File: src/rtl/cpu_mul_pkg.sv
// ---------------------------------------------------------------------------
// cpu_mul_pkg
//   Definitions shared by the iterative MUL unit and its adder.
//   - mul_state_t : controller state encoding (IDLE, RUN, DONE)
//   - MUL_WIDTH   : default operand width
//   - MUL_CNT_W   : width of the iteration counter for MUL_WIDTH operands
// ---------------------------------------------------------------------------
package cpu_mul_pkg;

    typedef enum logic [1:0] {
        IDLE = 2'd0,
        RUN  = 2'd1,
        DONE = 2'd2
    } mul_state_t;

    localparam int MUL_WIDTH = 16;
    localparam int MUL_CNT_W = $clog2(MUL_WIDTH);

endpackage

File: src/rtl/adder_core.sv
// ---------------------------------------------------------------------------
// adder_core
//   WIDTH-bit ripple-carry adder built from a chain of full-adder cells.
//   Ports:
//     a    in  WIDTH  first operand
//     b    in  WIDTH  second operand
//     cin  in  1      carry into bit 0
//     sum  out WIDTH  a + b + cin, modulo 2^WIDTH
//     cout out 1      carry out of the most significant bit
// ---------------------------------------------------------------------------
module adder_core #(
    parameter int WIDTH = 16
) (
    input  logic [WIDTH-1:0] a,
    input  logic [WIDTH-1:0] b,
    input  logic             cin,
    output logic [WIDTH-1:0] sum,
    output logic             cout
);

    logic [WIDTH:0] carry;

    assign carry[0] = cin;

    genvar i;
    generate
        for (i = 0; i < WIDTH; i++) begin : g_fa
            assign sum[i]       = a[i] ^ b[i] ^ carry[i];
            assign carry[i + 1] = (a[i] & b[i]) | (carry[i] & (a[i] ^ b[i]));
        end
    endgenerate

    assign cout = carry[WIDTH];

endmodule

File: src/rtl/seq_multiplier16.sv
// ---------------------------------------------------------------------------
// seq_multiplier16
//   Iterative shift-and-add unsigned multiplier for the MUL instruction.
//   One partial-product step per clock, WIDTH steps per operation, using a
//   single WIDTH-bit ripple-carry adder (adder_core).
//
//   Ports:
//     clk     in  1        rising-edge clock
//     rst_n   in  1        asynchronous active-low reset
//     start   in  1        request; accepted whenever the unit is not in RUN
//     op_a    in  WIDTH    multiplicand, captured on accept
//     op_b    in  WIDTH    multiplier, captured on accept
//     busy    out 1        high while iterating (RUN)
//     done    out 1        one-cycle pulse: product is valid
//     product out 2*WIDTH  result, held until the next operation completes
//
//   Build option:
//     MUL_ZERO_BYPASS_EN - when defined, an operation with a zero operand
//                          jumps straight to DONE on the accept edge with
//                          product 0 and never raises busy. When undefined,
//                          zero operands run the full WIDTH-step sequence.
// ---------------------------------------------------------------------------
module seq_multiplier16
    import cpu_mul_pkg::*;
#(
    parameter int WIDTH = MUL_WIDTH
) (
    input  logic               clk,
    input  logic               rst_n,
    input  logic               start,
    input  logic [WIDTH-1:0]   op_a,
    input  logic [WIDTH-1:0]   op_b,
    output logic               busy,
    output logic               done,
    output logic [2*WIDTH-1:0] product
);

    localparam int CNT_W = (WIDTH > 1) ? $clog2(WIDTH) : 1;

    mul_state_t state;
    mul_state_t state_nxt;

    logic [WIDTH-1:0]   mcand;
    // Partial-product register: upper half accumulates, lower half holds the
    // not-yet-consumed multiplier bits. After each shift the adder carry lands
    // in bit 2W-1, so no extra guard bit is needed to hold it.
    logic [2*WIDTH-1:0] p;
    logic [2*WIDTH-1:0] p_nxt;
    logic [CNT_W-1:0]   count;

    logic               accept;
    logic               bypass;
    logic               last;

    logic [WIDTH-1:0]   add_b;
    logic [WIDTH-1:0]   add_sum;
    logic               add_cout;

    // A new request is taken in IDLE and also in DONE, which allows
    // back-to-back operations without an idle gap.
    assign accept = start && (state != RUN);
    assign last   = (count == CNT_W'(WIDTH - 1));

`ifdef MUL_ZERO_BYPASS_EN
    assign bypass = (op_a == '0) || (op_b == '0);
`else
    assign bypass = 1'b0;
`endif

    // Add the multiplicand only when the current multiplier bit is set.
    assign add_b = p[0] ? mcand : '0;

    adder_core #(
        .WIDTH (WIDTH)
    ) u_adder (
        .a    (p[2*WIDTH-1:WIDTH]),
        .b    (add_b),
        .cin  (1'b0),
        .sum  (add_sum),
        .cout (add_cout)
    );

    assign p_nxt = {add_cout, add_sum, p[WIDTH-1:1]};

    // State register
    always_ff @(posedge clk or negedge rst_n) begin
        if (!rst_n) begin
            state <= IDLE;
        end else begin
            state <= state_nxt;
        end
    end

    // Next-state logic
    always_comb begin
        state_nxt = state;
        unique case (state)
            IDLE: begin
                if (start) begin
                    state_nxt = bypass ? DONE : RUN;
                end
            end
            RUN: begin
                if (last) begin
                    state_nxt = DONE;
                end
            end
            DONE: begin
                if (start) begin
                    state_nxt = bypass ? DONE : RUN;
                end else begin
                    state_nxt = IDLE;
                end
            end
            default: state_nxt = IDLE;
        endcase
    end

    assign busy = (state == RUN);
    assign done = (state == DONE);

    // Datapath: operand capture, shift-and-add iteration, result register
    always_ff @(posedge clk or negedge rst_n) begin
        if (!rst_n) begin
            mcand   <= '0;
            p       <= '0;
            count   <= '0;
            product <= '0;
        end else if (accept) begin
            mcand <= op_a;
            p     <= {{WIDTH{1'b0}}, op_b};
            count <= '0;
            // A bypassed operation enters DONE directly, so its result
            // (zero) has to be published on this same edge.
            if (bypass) begin
                product <= '0;
            end
        end else if (state == RUN) begin
            p     <= p_nxt;
            count <= count + 1'b1;
            if (last) begin
                product <= p_nxt;
            end
        end
    end

endmodule

File: config.mk
export PLATFORM = sky130hd
export DESIGN_NAME = seq_multiplier16
export DESIGN_NICKNAME = d
export VERILOG_FILES = /design/src/rtl/cpu_mul_pkg.sv /design/src/rtl/adder_core.sv /design/src/rtl/seq_multiplier16.sv
export SDC_FILE = /design/constraint.sdc
export NUM_CORES = 1
export LEC_CHECK = 0
export ABC_AREA = 1
export CORE_MARGIN = 2
export CORE_UTILIZATION = 49
export DETAILED_ROUTE_END_ITERATION = 10
export GPL_ROUTABILITY_DRIVEN = 0
export PLACE_DENSITY_LB_ADDON = 0.1
export SLEW_MARGIN = 20
export SYNTH_ARGS = -nofsm -noshare
export SYNTH_HDL_FRONTEND = slang
export SYNTH_HIERARCHICAL = 1
export SYNTH_SLANG_ARGS = --single-unit
export TNS_END_PERCENT = 30
File: constraint.sdc
create_clock -name clk -period 15.25 [get_ports clk]
set_clock_uncertainty 0.1 [all_clocks]
set_input_delay 3.05 -clock clk [delete_from_list [all_inputs] [get_ports clk]]
set_output_delay 3.05 -clock clk [all_outputs]
set_load 0.01 [all_outputs]
==> results_dict.tcl, run 1 <==
set metrics [dict create \
    outcome "completed" \
    place.port_buffers 68 \
    clock_tree.buffer_depth 2 \
    crit_required_ns 15.43 \
    post_drt_via_cell_ratio 4.97 \
    layout-drive-gt1-share_pct 5.01 \
    synth_area_leaders "sky130_fd_sc_hd__dfrtp_1 (54%), sky130_fd_sc_hd__nand2_1 (20%), sky130_fd_sc_hd__fa_1 (8.0%)" \
    yosys_most_used_dff "sky130_fd_sc_hd__dfrtp_1" \
    cell_internal_pwr_uw 600 \
    yosysSeqAreaShare_pct 53.6 \
    grt_antenna_before_repair 0 \
    synth_area_leader_cell "sky130_fd_sc_hd__dfrtp_1" \
    postSynthRegisterBits 86 \
    cp.arrival_ns 7.47 \
    sequentialPowerShare_pct 42.4 \
    synth_largest_type_area_fraction_pct 53.6 \
    grt_use_total_pct 21.2 \
    route.antenna.remaining_nets 0 \
    via_count 3102 \
    switchingPower_uw 360 \
    die_h_um 94.5 \
    critical_path.max_fanout 17 \
    wire_per_inst_um 13.6 \
    syn2layout_area_growth_pct 21.9 \
    vdd_ir_drop_max_mv 0.115 \
    finalSetupViolCount 0 \
    net_count_synth 509 \
    synth_compound_area_share_pct 4.61 \
    drc 0 \
    yosysMostFrequentCell "sky130_fd_sc_hd__nand2_1" \
    post-route-period-util_pct 47.8 \
    cts_tree "built" \
    global_route_wire_length_before_repair_mm 14.6 \
    holdCritPathClass "reg2reg" \
    power.density_cell_area_nw_per_um2 196 \
    drt_pre_antenna_iters 4 \
    maxCapViolCount 0 \
    cts_h_tree_depth 3 \
    synth-warning-count 6 \
    drt_iter0_drc 129 \
    grt_start_max_net_pins 64 \
    number_of_global_route_vias_before_repair 3114 \
    ctsResizeCount 0 \
    cts.root.buffer_cell "sky130_fd_sc_hd__clkbuf_8" \
    element_type_at_the_critical_path_end "flop" \
    setup.worst_path.end "product[30]$_DFFE_PN0P_" \
    rsz0062_at_grt "no" \
    detailedPlacementHpwl_mm 5.58 \
    antenna_cells 0 \
    number_of_flops_mapped_to_enable_cells_by_yosys 0 \
    cts_hold_buf 0 \
    yosys.area_share.xor_xnor_pct 0 \
    initial_core_util_pct 49.6 \
    cp_common_cell "sky130_fd_sc_hd__fa_1" \
    die_w_um 94.5 \
    top_level_ports 69 \
    total_clock_buffers_created_by_cts 9 \
    maxSlewHeadroom_pct 47.9 \
    fmax_ghz 0.137 \
    post_layout_util_pct 60.5 \
    post_synth_and_or_nand_nor_area_fraction_pct 26.4 \
    r2r-end "product[30]$_DFFE_PN0P_" \
    final_nets 567 \
    share_clk_of_total_power_pct 17.6 \
    worst-r2r-setup-slack_ns 7.96 \
    synthesis.area_per_instance_um2 8.79 \
    post_synthesis_adder_cell_area_fraction_pct 8.29 \
    fin_tns_setup_ns 0 \
    design_power_total_uw 960 \
    comb_power_share_pct 40.0 \
    r2r_start "p[0]$_DFFE_PN0P_" \
    cts_post_setup_buffers_inserted 0 \
    fp.dieArea_um2 8940 \
    syn_inst 457 \
    fp.coreArea_um2 8090 \
    crit_path_cells "nand2_1 -> inv_1 -> fa_1 -> inv_1 -> fa_1 -> inv_1 -> fa_1 -> fa_1 -> fa_1 -> fa_1 -> fa_1 -> fa_1 -> fa_1 -> fa_1 -> fa_1 -> fa_1 -> fa_1 -> fa_1 -> fa_1 -> inv_1 -> fa_1 -> inv_1 -> nand2_1 -> nand2_1" \
    clk_latency_ns 0.34 \
    switching_share_pct 37.5 \
    crit_path_start_kind "flop" \
    rows 33 \
    synth_async_sr_flop_share_pct 100 \
    main_combinational_cell_family_by_area_after_synthesis "simple AND/OR/NAND/NOR gates" \
    r2r.worst_path.cells 24 \
    final_count_of_hold_timing_violations 0 \
    timing_worst_slew_pin_value_ns 0.781 \
    period_needed_ns 7.29 \
    cell_leakage_power_uw 0.00249 \
    synth.lib_cells_used.distinct 24 \
    gr-total-overflow 0 \
    netlist_area_before_placement_um2 4020 \
    startpoint "p[0]$_DFFE_PN0P_" \
    path_class "reg2reg" \
    crit_path_top_delay_cell "sky130_fd_sc_hd__dfrtp_1" \
    synth_mux_area_share_pct 0 \
    critical-path-max-stage-delay_ns 0.56 \
    routed_wl_mm 8.48 \
    cts.sinks 86 \
    timing_max_transition_violations_final 0 \
    synth_commonest_cells "sky130_fd_sc_hd__nand2_1 (217), sky130_fd_sc_hd__dfrtp_1 (86), sky130_fd_sc_hd__o21ai_0 (34)" \
    path_clk_slew_ns 0.08 \
]
cell usage in the layout (no fill, tap or decap):
cell / Yosys / layout
sky130_fd_sc_hd__o21ai_1: 2 / 2
sky130_fd_sc_hd__inv_1: 30 / 30
sky130_fd_sc_hd__clkinvlp_4: 0 / 1
sky130_fd_sc_hd__nand3_1: 33 / 33
sky130_fd_sc_hd__nand3_4: 1 / 1
sky130_fd_sc_hd__dfrtp_1: 86 / 86
sky130_fd_sc_hd__clkbuf_8: 0 / 9
sky130_fd_sc_hd__nand2_4: 1 / 1
sky130_fd_sc_hd__bufinv_16: 0 / 2
sky130_fd_sc_hd__o21ai_0: 34 / 34
sky130_fd_sc_hd__clkinv_2: 1 / 2
sky130_fd_sc_hd__buf_4: 7 / 3
sky130_fd_sc_hd__a21oi_1: 1 / 1
sky130_fd_sc_hd__clkdlybuf4s50_1: 0 / 67
sky130_fd_sc_hd__nor2_1: 2 / 2
sky130_fd_sc_hd__nor2_4: 3 / 3
sky130_fd_sc_hd__inv_2: 2 / 2
sky130_fd_sc_hd__conb_1: 1 / 1
sky130_fd_sc_hd__ha_1: 1 / 1
sky130_fd_sc_hd__nand2_1: 217 / 217
sky130_fd_sc_hd__clkbuf_1: 6 / 2
sky130_fd_sc_hd__inv_4: 1 / 1
sky130_fd_sc_hd__nand2_2: 1 / 1
sky130_fd_sc_hd__nand4_1: 1 / 1
sky130_fd_sc_hd__fa_1: 16 / 16
metrics by stage:
| step | hold slack (ns) | std cells | cell area (µm²) | setup WS (ns) |
|---|---|---|---|---|
| final | 0.378 | 624 | 4900 | 7.96 |
| after global routing | 0.394 | 624 | 4900 | 7.62 |
| after CTS | 0.386 | 624 | 4900 | 7.90 |
| after detailed placement | 0.365 | 609 | 4690 | 7.92 |
| after global placement | 0.355 | 609 | 4690 | 8.09 |
| after floorplan | 0.342 | 457 | 4020 | 8.33 |
kinds of logic after synthesis:
group / count (synthesis)
AOI/OAI and AO/OA: 37
adders and majority gates: 17
buffers and inverters: 57
DFF: 86
other: 1
and+or+nand+nor: 259
layout make-up:
cell class	count	area, µm²
Clock buffer	11	131
Clock inverter	4	72.6
Fill cell	782	3200
Inverter	34	131
Multi-Input combinational cell	314	1580
Sequential cell	86	2150
Tap cell	105	131
Timing Repair Buffer	70	693
metal layers:
| layer | vias up | part of all wire [%] | track usage, % |
|---|---|---|---|
| met3 | 9 | 3.5 | 3.27 |
| met2 | 62 | 50 | 35.4 |
| li1 | 1511 | - | - |
| met1 | 1520 | 45 | 28.3 |
| met5 | - | 0 | 0 |
| met4 | 0 | 1.2 | 7.73 |
state kept, by name, summed over array words and instances, names as in the netlist:
| register | flops |
|---|---|
| count | 4 |
| mcand | 16 |
| p | 32 |
| product | 32 |
| state | 2 |
critical path, delay by kind of cell (launching register included):
| kind | cells | cell delay (ns) |
|---|---|---|
| adder cells (fa/ha/maj) | 16 | 5.95 |
| buffers and inverters | 5 | 0.33 |
| flip-flops | 1 | 0.56 |
| AND/OR/NAND/NOR | 3 | 0.28 |
power by group through the flow:
stage / combinational [µW] / clock, µW / sequential [µW]
2_1_floorplan: 232 / 0 / 413
3_3_place_gp: 380 / 0 / 410
3_5_place_dp: 389 / 0 / 411
4_1_cts: 393 / 172 / 408
5_1_grt: 442 / 181 / 423
6_report: 384 / 169 / 407
worst min-delay path by stage:
stage | start | to | slack (ns) | cells past startpoint
CTS | mcand[14]$_DFFE_PN0P_ | mcand[14]$_DFFE_PN0P_ | 0.39 | 2
finish | mcand[14]$_DFFE_PN0P_ | mcand[14]$_DFFE_PN0P_ | 0.38 | 2
floorplan | p[17]$_DFFE_PN0P_ | p[17]$_DFFE_PN0P_ | 0.34 | 2
detailed placement | mcand[15]$_DFFE_PN0P_ | mcand[15]$_DFFE_PN0P_ | 0.37 | 2
global route | mcand[15]$_DFFE_PN0P_ | mcand[15]$_DFFE_PN0P_ | 0.39 | 2
global placement | p[31]$_DFFE_PN0P_ | p[31]$_DFFE_PN0P_ | 0.35 | 2
Power figures use the tool's default switching activity.
==> run 2: changes to the inputs <==
Settings changed: CORE_UTILIZATION 49 to 48.
Clock period 15.25 ns to 6.3 ns, I/O delays scaled along.
==> results_dict.tcl, run 2 (same netlist as run 1, synthesis figures left out) <==
set metrics [dict create \
    cts_tree "built" \
    fp.coreArea_um2 8180 \
    power.density_cell_area_nw_per_um2 475 \
    crit_path_start_kind "flop" \
    violations_in_the_final_reports "setup timing" \
    layout_common_cells "sky130_fd_sc_hd__nand2_1 (217), sky130_fd_sc_hd__dfrtp_1 (86), sky130_fd_sc_hd__clkdlybuf4s50_1 (67)" \
    worst_path_buf_inv 5 \
    most_common_library_cell_in_the_layout_ignoring_fill_and_taps "sky130_fd_sc_hd__nand2_1" \
    post_drt_via_cell_ratio 4.97 \
    switching_share_pct 38.3 \
    critical_path.max_fanout 2 \
    path_class "reg2reg" \
    initial_core_util_pct 49.1 \
    timing_max_transition_violations_final 0 \
    comb_power_share_pct 41.3 \
    final_area_um2 4940 \
    rows 33 \
    startpoint "mcand[0]$_DFFE_PN0P_" \
    share_clk_of_total_power_pct 16.8 \
    cts.root.buffer_cell "sky130_fd_sc_hd__clkbuf_8" \
    number_of_global_route_vias_before_repair 3131 \
    gr-total-overflow 0 \
    cts_h_tree_depth 3 \
    cp_common_cell "sky130_fd_sc_hd__fa_2" \
    finalSetupViolCount 2 \
    grt_busiest_layer "met2" \
    final_count_of_hold_timing_violations 0 \
    cp.arrival_ns 6.74 \
    worst_hold_slack_ns 0.373 \
    sequentialPowerShare_pct 41.9 \
    grt_antenna_before_repair 0 \
    cell_internal_pwr_uw 1450 \
    grt.met3_usage_pct 3.64 \
    layout-drive-gt1-share_pct 8.25 \
    maxCapViolCount 0 \
    grt_use_total_pct 20.9 \
    element_type_at_the_critical_path_end "flop" \
    largestRegisters "p (32), product (32), mcand (16)" \
    min_from "mcand[7]$_DFFE_PN0P_" \
    wire_per_inst_um 13.8 \
    outcome "finished with violations" \
    clk_latency_ns 0.36 \
    global_route_wire_length_before_repair_mm 14.5 \
    r2r_start "mcand[0]$_DFFE_PN0P_" \
    global_route_met1_utilization_pct 27.9 \
    drt_iter0_drc 157 \
    post_placement_cell_count 609 \
    vdd_ir_drop_max_mv 0.230 \
    route.antenna.remaining_nets 0 \
    syn2layout_area_growth_pct 22.9 \
    cts_hold_buf 0 \
    fp.dieArea_um2 9120 \
    via_count 3112 \
    final_cell_count_no_fill 626 \
    crit_path_cells "nand2_1 -> inv_1 -> fa_1 -> inv_1 -> fa_1 -> inv_1 -> fa_2 -> fa_2 -> fa_2 -> fa_2 -> fa_2 -> fa_2 -> fa_2 -> fa_2 -> fa_2 -> fa_2 -> fa_2 -> fa_2 -> fa_2 -> inv_1 -> fa_1 -> inv_2 -> nand2_1 -> nand2_1" \
    cell_leakage_power_uw 0.00246 \
    post-route-period-util_pct 104 \
    groute.layer.met2.usage_pct 34.3 \
    period_needed_ns 6.55 \
    grt_start_max_net_pins 87 \
    antenna_cells 0 \
    final_nets 568 \
    die_h_um 95.5 \
    detailedPlacementHpwl_mm 5.50 \
    critical-path-max-stage-delay_ns 0.41 \
    place.port_buffers 68 \
    total_clock_buffers_created_by_cts 9 \
    timing_worst_slew_pin_value_ns 0.780 \
    timing.final.ws_setup_ns -0.251 \
    holdCritPathClass "reg2reg" \
    routed_wl_mm 8.67 \
    die_w_um 95.5 \
    maxSlewHeadroom_pct 48.0 \
    crit_path_top_delay_cell "sky130_fd_sc_hd__fa_1" \
    detailed_place.area_um2 4720 \
    switchingPower_uw 898 \
    crit_required_ns 6.49 \
    clock_tree.buffer_depth 2 \
    rsz0062_at_grt "yes" \
    cp_top_family "adder cells" \
    top_level_ports 69 \
    drc 0 \
    fmax_ghz 0.153 \
    path_clk_slew_ns 0.08 \
    cts.sinks 86 \
    drt_pre_antenna_iters 4 \
    fin_tns_setup_ns -0.468 \
]
## run 2: cell count changes in the layout (fill, tap and decap cells not counted), sizes merged
cell and change:
bufinv -1, buf +1, clkinvlp +1, clkinv +1
## run 2: worst paths after layout
kind,endpoint,slack [ns],cells past startpoint
setup / recovery,product[30]$_DFFE_PN0P_,-0.25,24
hold / removal,mcand[7]$_DFFE_PN0P_,0.37,2
setup reg to reg,product[30]$_DFFE_PN0P_,-0.25,24
hold reg to reg,mcand[7]$_DFFE_PN0P_,0.37,2
max in group asynchronous,product[25]$_DFFE_PN0P_,4.72,1
min in group asynchronous,product[8]$_DFFE_PN0P_,0.84,1
## run 2: power by group through the flow
| stage | combinational (µW) | sequential [µW] | clock [µW] |
|---|---|---|---|
| 2_1_floorplan | 579 | 1000 | 0 |
| 3_3_place_gp | 943 | 985 | 0 |
| 3_5_place_dp | 967 | 989 | 0 |
| 4_1_cts | 977 | 981 | 403 |
| 5_1_grt | 1100 | 1010 | 428 |
| 6_report | 968 | 981 | 394 |
## run 2: timing repair
action,in CTS,in global routing
setup buffers,0,1
gates resized for setup,0,2
cloned,0,0
setup endpoints to repair,4,6
pin swaps,1,3
## run 2: routing by layer
metal  wire [µm]  up-vias
met5           0        -
met2        4150       78
met3         371       15
li1            -     1520
met4         146        0
met1        4000     1499
## run 2: area by class of cell
cell class                 instances  area, µm²
clock buffer                      11        141
clock inverter                     5       58.8
fill                             749       3240
inverter                          34        131
multi-input combinational        314       1620
sequential                        86       2150
tap                              105        131
timing repair buffer              71        704
## run 2: through the flow
stage,utilization [%],setup slack [ns],total power (µW)
CTS,60.2,-0.302,2360
finish,60.4,-0.251,2340
floorplan,-,-0.142,1580
detailed placement,57.8,-0.273,1960
global route,60.4,-0.450,2540
global placement,57.8,-0.140,1930
## run 2: worst min-delay path: cells and delay by family (launching register included)
kind / cells / cell delay [ns]
flip-flops: 1 / 0.35
AND/OR/NAND/NOR: 2 / 0.10
==> run 3: changes to the inputs <==
Settings changed: SLEW_MARGIN 20 to default.
==> results_dict.tcl, run 3 (same netlist as run 1, synthesis figures left out) <==
set metrics [dict create \
    maxSlewHeadroom_pct 27.9 \
    die_h_um 95.5 \
    post_drt_via_cell_ratio 4.96 \
    rsz0062_at_grt "yes" \
    syn2layout_area_growth_pct 22.8 \
    largestRegisters "p (32), product (32), mcand (16)" \
    switching_share_pct 38.3 \
    cell_internal_pwr_uw 1440 \
    top_level_ports 69 \
    wire_per_inst_um 13.9 \
    filler_cell_count 749 \
    path_class "reg2reg" \
    cts_tree "built" \
    final_cell_count_no_fill 626 \
    element_type_at_the_critical_path_end "flop" \
    timing_worst_slew_pin_value_ns 1.08 \
    layout_common_cells "sky130_fd_sc_hd__nand2_1 (217), sky130_fd_sc_hd__dfrtp_1 (86), sky130_fd_sc_hd__clkdlybuf4s50_1 (67)" \
    fp.coreArea_um2 8180 \
    critical_path.max_fanout 2 \
    path_clk_slew_ns 0.08 \
    most_common_library_cell_in_the_layout_ignoring_fill_and_taps "sky130_fd_sc_hd__nand2_1" \
    route.antenna.remaining_nets 0 \
    timing_max_transition_violations_final 0 \
    final_nets 568 \
    worst_hold_slack_ns 0.373 \
    outcome "finished with violations" \
    comb_power_share_pct 41.3 \
    crit_path_start_kind "flop" \
    cts_hold_buf 0 \
    cts.sinks 86 \
    cp.arrival_ns 6.74 \
    post_placement_cell_count 609 \
    via_count 3108 \
    grt_start_max_net_pins 87 \
    fp.dieArea_um2 9120 \
    post_layout_util_pct 60.3 \
    drt_iter0_drc 157 \
    r2r_start "mcand[0]$_DFFE_PN0P_" \
    sequentialPowerShare_pct 41.9 \
    global_route_wire_length_before_repair_mm 14.5 \
    place.port_buffers 68 \
    cell_leakage_power_uw 0.00246 \
    holdCritPathClass "reg2reg" \
    fmax_ghz 0.153 \
    drc 0 \
    cts_h_tree_depth 3 \
    min_from "mcand[7]$_DFFE_PN0P_" \
    post-route-period-util_pct 104 \
    grt_antenna_before_repair 0 \
    total_clock_buffers_created_by_cts 9 \
    gr-total-overflow 0 \
    detailedPlacementHpwl_mm 5.50 \
    grt_use_total_pct 20.9 \
    power.density_cell_area_nw_per_um2 475 \
    rows 33 \
    number_of_global_route_vias_before_repair 3131 \
    antenna_cells 0 \
    violations_in_the_final_reports "setup timing" \
    maxCapViolCount 0 \
    finalSetupViolCount 2 \
    layout-drive-gt1-share_pct 8.25 \
    crit_required_ns 6.49 \
    clock_tree.buffer_depth 2 \
    switchingPower_uw 898 \
    vdd_ir_drop_max_mv 0.230 \
    startpoint "mcand[0]$_DFFE_PN0P_" \
    drt_pre_antenna_iters 4 \
    cts.root.buffer_cell "sky130_fd_sc_hd__clkbuf_8" \
    share_clk_of_total_power_pct 16.8 \
    die_w_um 95.5 \
    clk_latency_ns 0.36 \
    period_needed_ns 6.55 \
    timing.final.ws_setup_ns -0.251 \
    initial_core_util_pct 49.1 \
    routed_wl_mm 8.67 \
    final_count_of_hold_timing_violations 0 \
    pre_cts_ws_ns -0.273 \
]
run 3: cell counts in the layout (fill, tap and decap cells not counted):
No cell type changed its count.
run 3: cell type report:
class / count / area (µm²) / area share, %
flip-flops and latches: 86 / 2150 / 43.6
multi-input cells: 314 / 1620 / 32.8
clock inverters: 5 / 58.8 / 1.19
well taps: 105 / 131 / 2.66
clock buffers: 11 / 141 / 2.87
inverters: 34 / 131 / 2.66
repair buffers: 71 / 701 / 14.2
run 3: repair_timing:
| item | 4_1_cts | 5_1_grt |
|---|---|---|
| pin swaps | 1 | 3 |
| gates cloned | 0 | 0 |
| resized for setup | 0 | 2 |
| buffers inserted | 0 | 1 |
| setup endpoints to repair | 4 | 6 |
run 3: path summary, 6_finish.rpt:
kind                                                end  slack [ns]  depth (start not counted)
min in group asynchronous        product[8]$_DFFE_PN0P_        0.98                          1
worst min register to register     mcand[7]$_DFFE_PN0P_        0.37                          2
worst max register to register  product[30]$_DFFE_PN0P_       -0.25                         24
max in group asynchronous       product[25]$_DFFE_PN0P_        4.42                          1
worst max-delay path            product[30]$_DFFE_PN0P_       -0.25                         24
worst min-delay path               mcand[7]$_DFFE_PN0P_        0.37                          2
run 3: metal layers:
metal / GRT usage (%) / vias up / wire length [µm]
li1: - / 1520 / -
met3: 3.64 / 15 / 362
met1: 27.9 / 1497 / 4020
met2: 34.3 / 76 / 4150
met4: 7.86 / 0 / 146
met5: 0 / - / 0
run 3: worst max-delay path, stage by stage, from the launching register on:
cell and delay (ns):
sky130_fd_sc_hd__dfrtp_1 0.39, sky130_fd_sc_hd__nand2_1 0.07, sky130_fd_sc_hd__inv_1 0.05, sky130_fd_sc_hd__fa_1 0.37, sky130_fd_sc_hd__inv_1 0.08, sky130_fd_sc_hd__fa_1 0.17
sky130_fd_sc_hd__inv_1 0.06, sky130_fd_sc_hd__fa_2 0.34, sky130_fd_sc_hd__fa_2 0.37, sky130_fd_sc_hd__fa_2 0.35, sky130_fd_sc_hd__fa_2 0.34, sky130_fd_sc_hd__fa_2 0.34
sky130_fd_sc_hd__fa_2 0.35, sky130_fd_sc_hd__fa_2 0.35, sky130_fd_sc_hd__fa_2 0.35, sky130_fd_sc_hd__fa_2 0.35, sky130_fd_sc_hd__fa_2 0.34, sky130_fd_sc_hd__fa_2 0.35
sky130_fd_sc_hd__fa_2 0.35, sky130_fd_sc_hd__fa_2 0.33, sky130_fd_sc_hd__inv_1 0.07, sky130_fd_sc_hd__fa_1 0.41, sky130_fd_sc_hd__inv_2 0.07, sky130_fd_sc_hd__nand2_1 0.05
sky130_fd_sc_hd__nand2_1 0.10
run 3: stage by stage:
| step | power, µW | setup TNS [ns] | area (µm²) |
|---|---|---|---|
| floorplan | 1580 | -0.284 | 4060 |
| global placement | 1930 | -0.265 | 4720 |
| detailed placement | 1960 | -0.564 | 4720 |
| CTS | 2360 | -0.656 | 4920 |
| global route | 2540 | -1.33 | 4930 |
| finish | 2340 | -0.468 | 4930 |
run 3: power groups by stage:
stage / clock network [µW] / registers, µW / logic [µW]
global route: 428 / 1010 / 1100
finish: 394 / 981 / 968
detailed placement: 0 / 989 / 967
floorplan: 0 / 1000 / 579
global placement: 0 / 985 / 943
CTS: 403 / 981 / 977
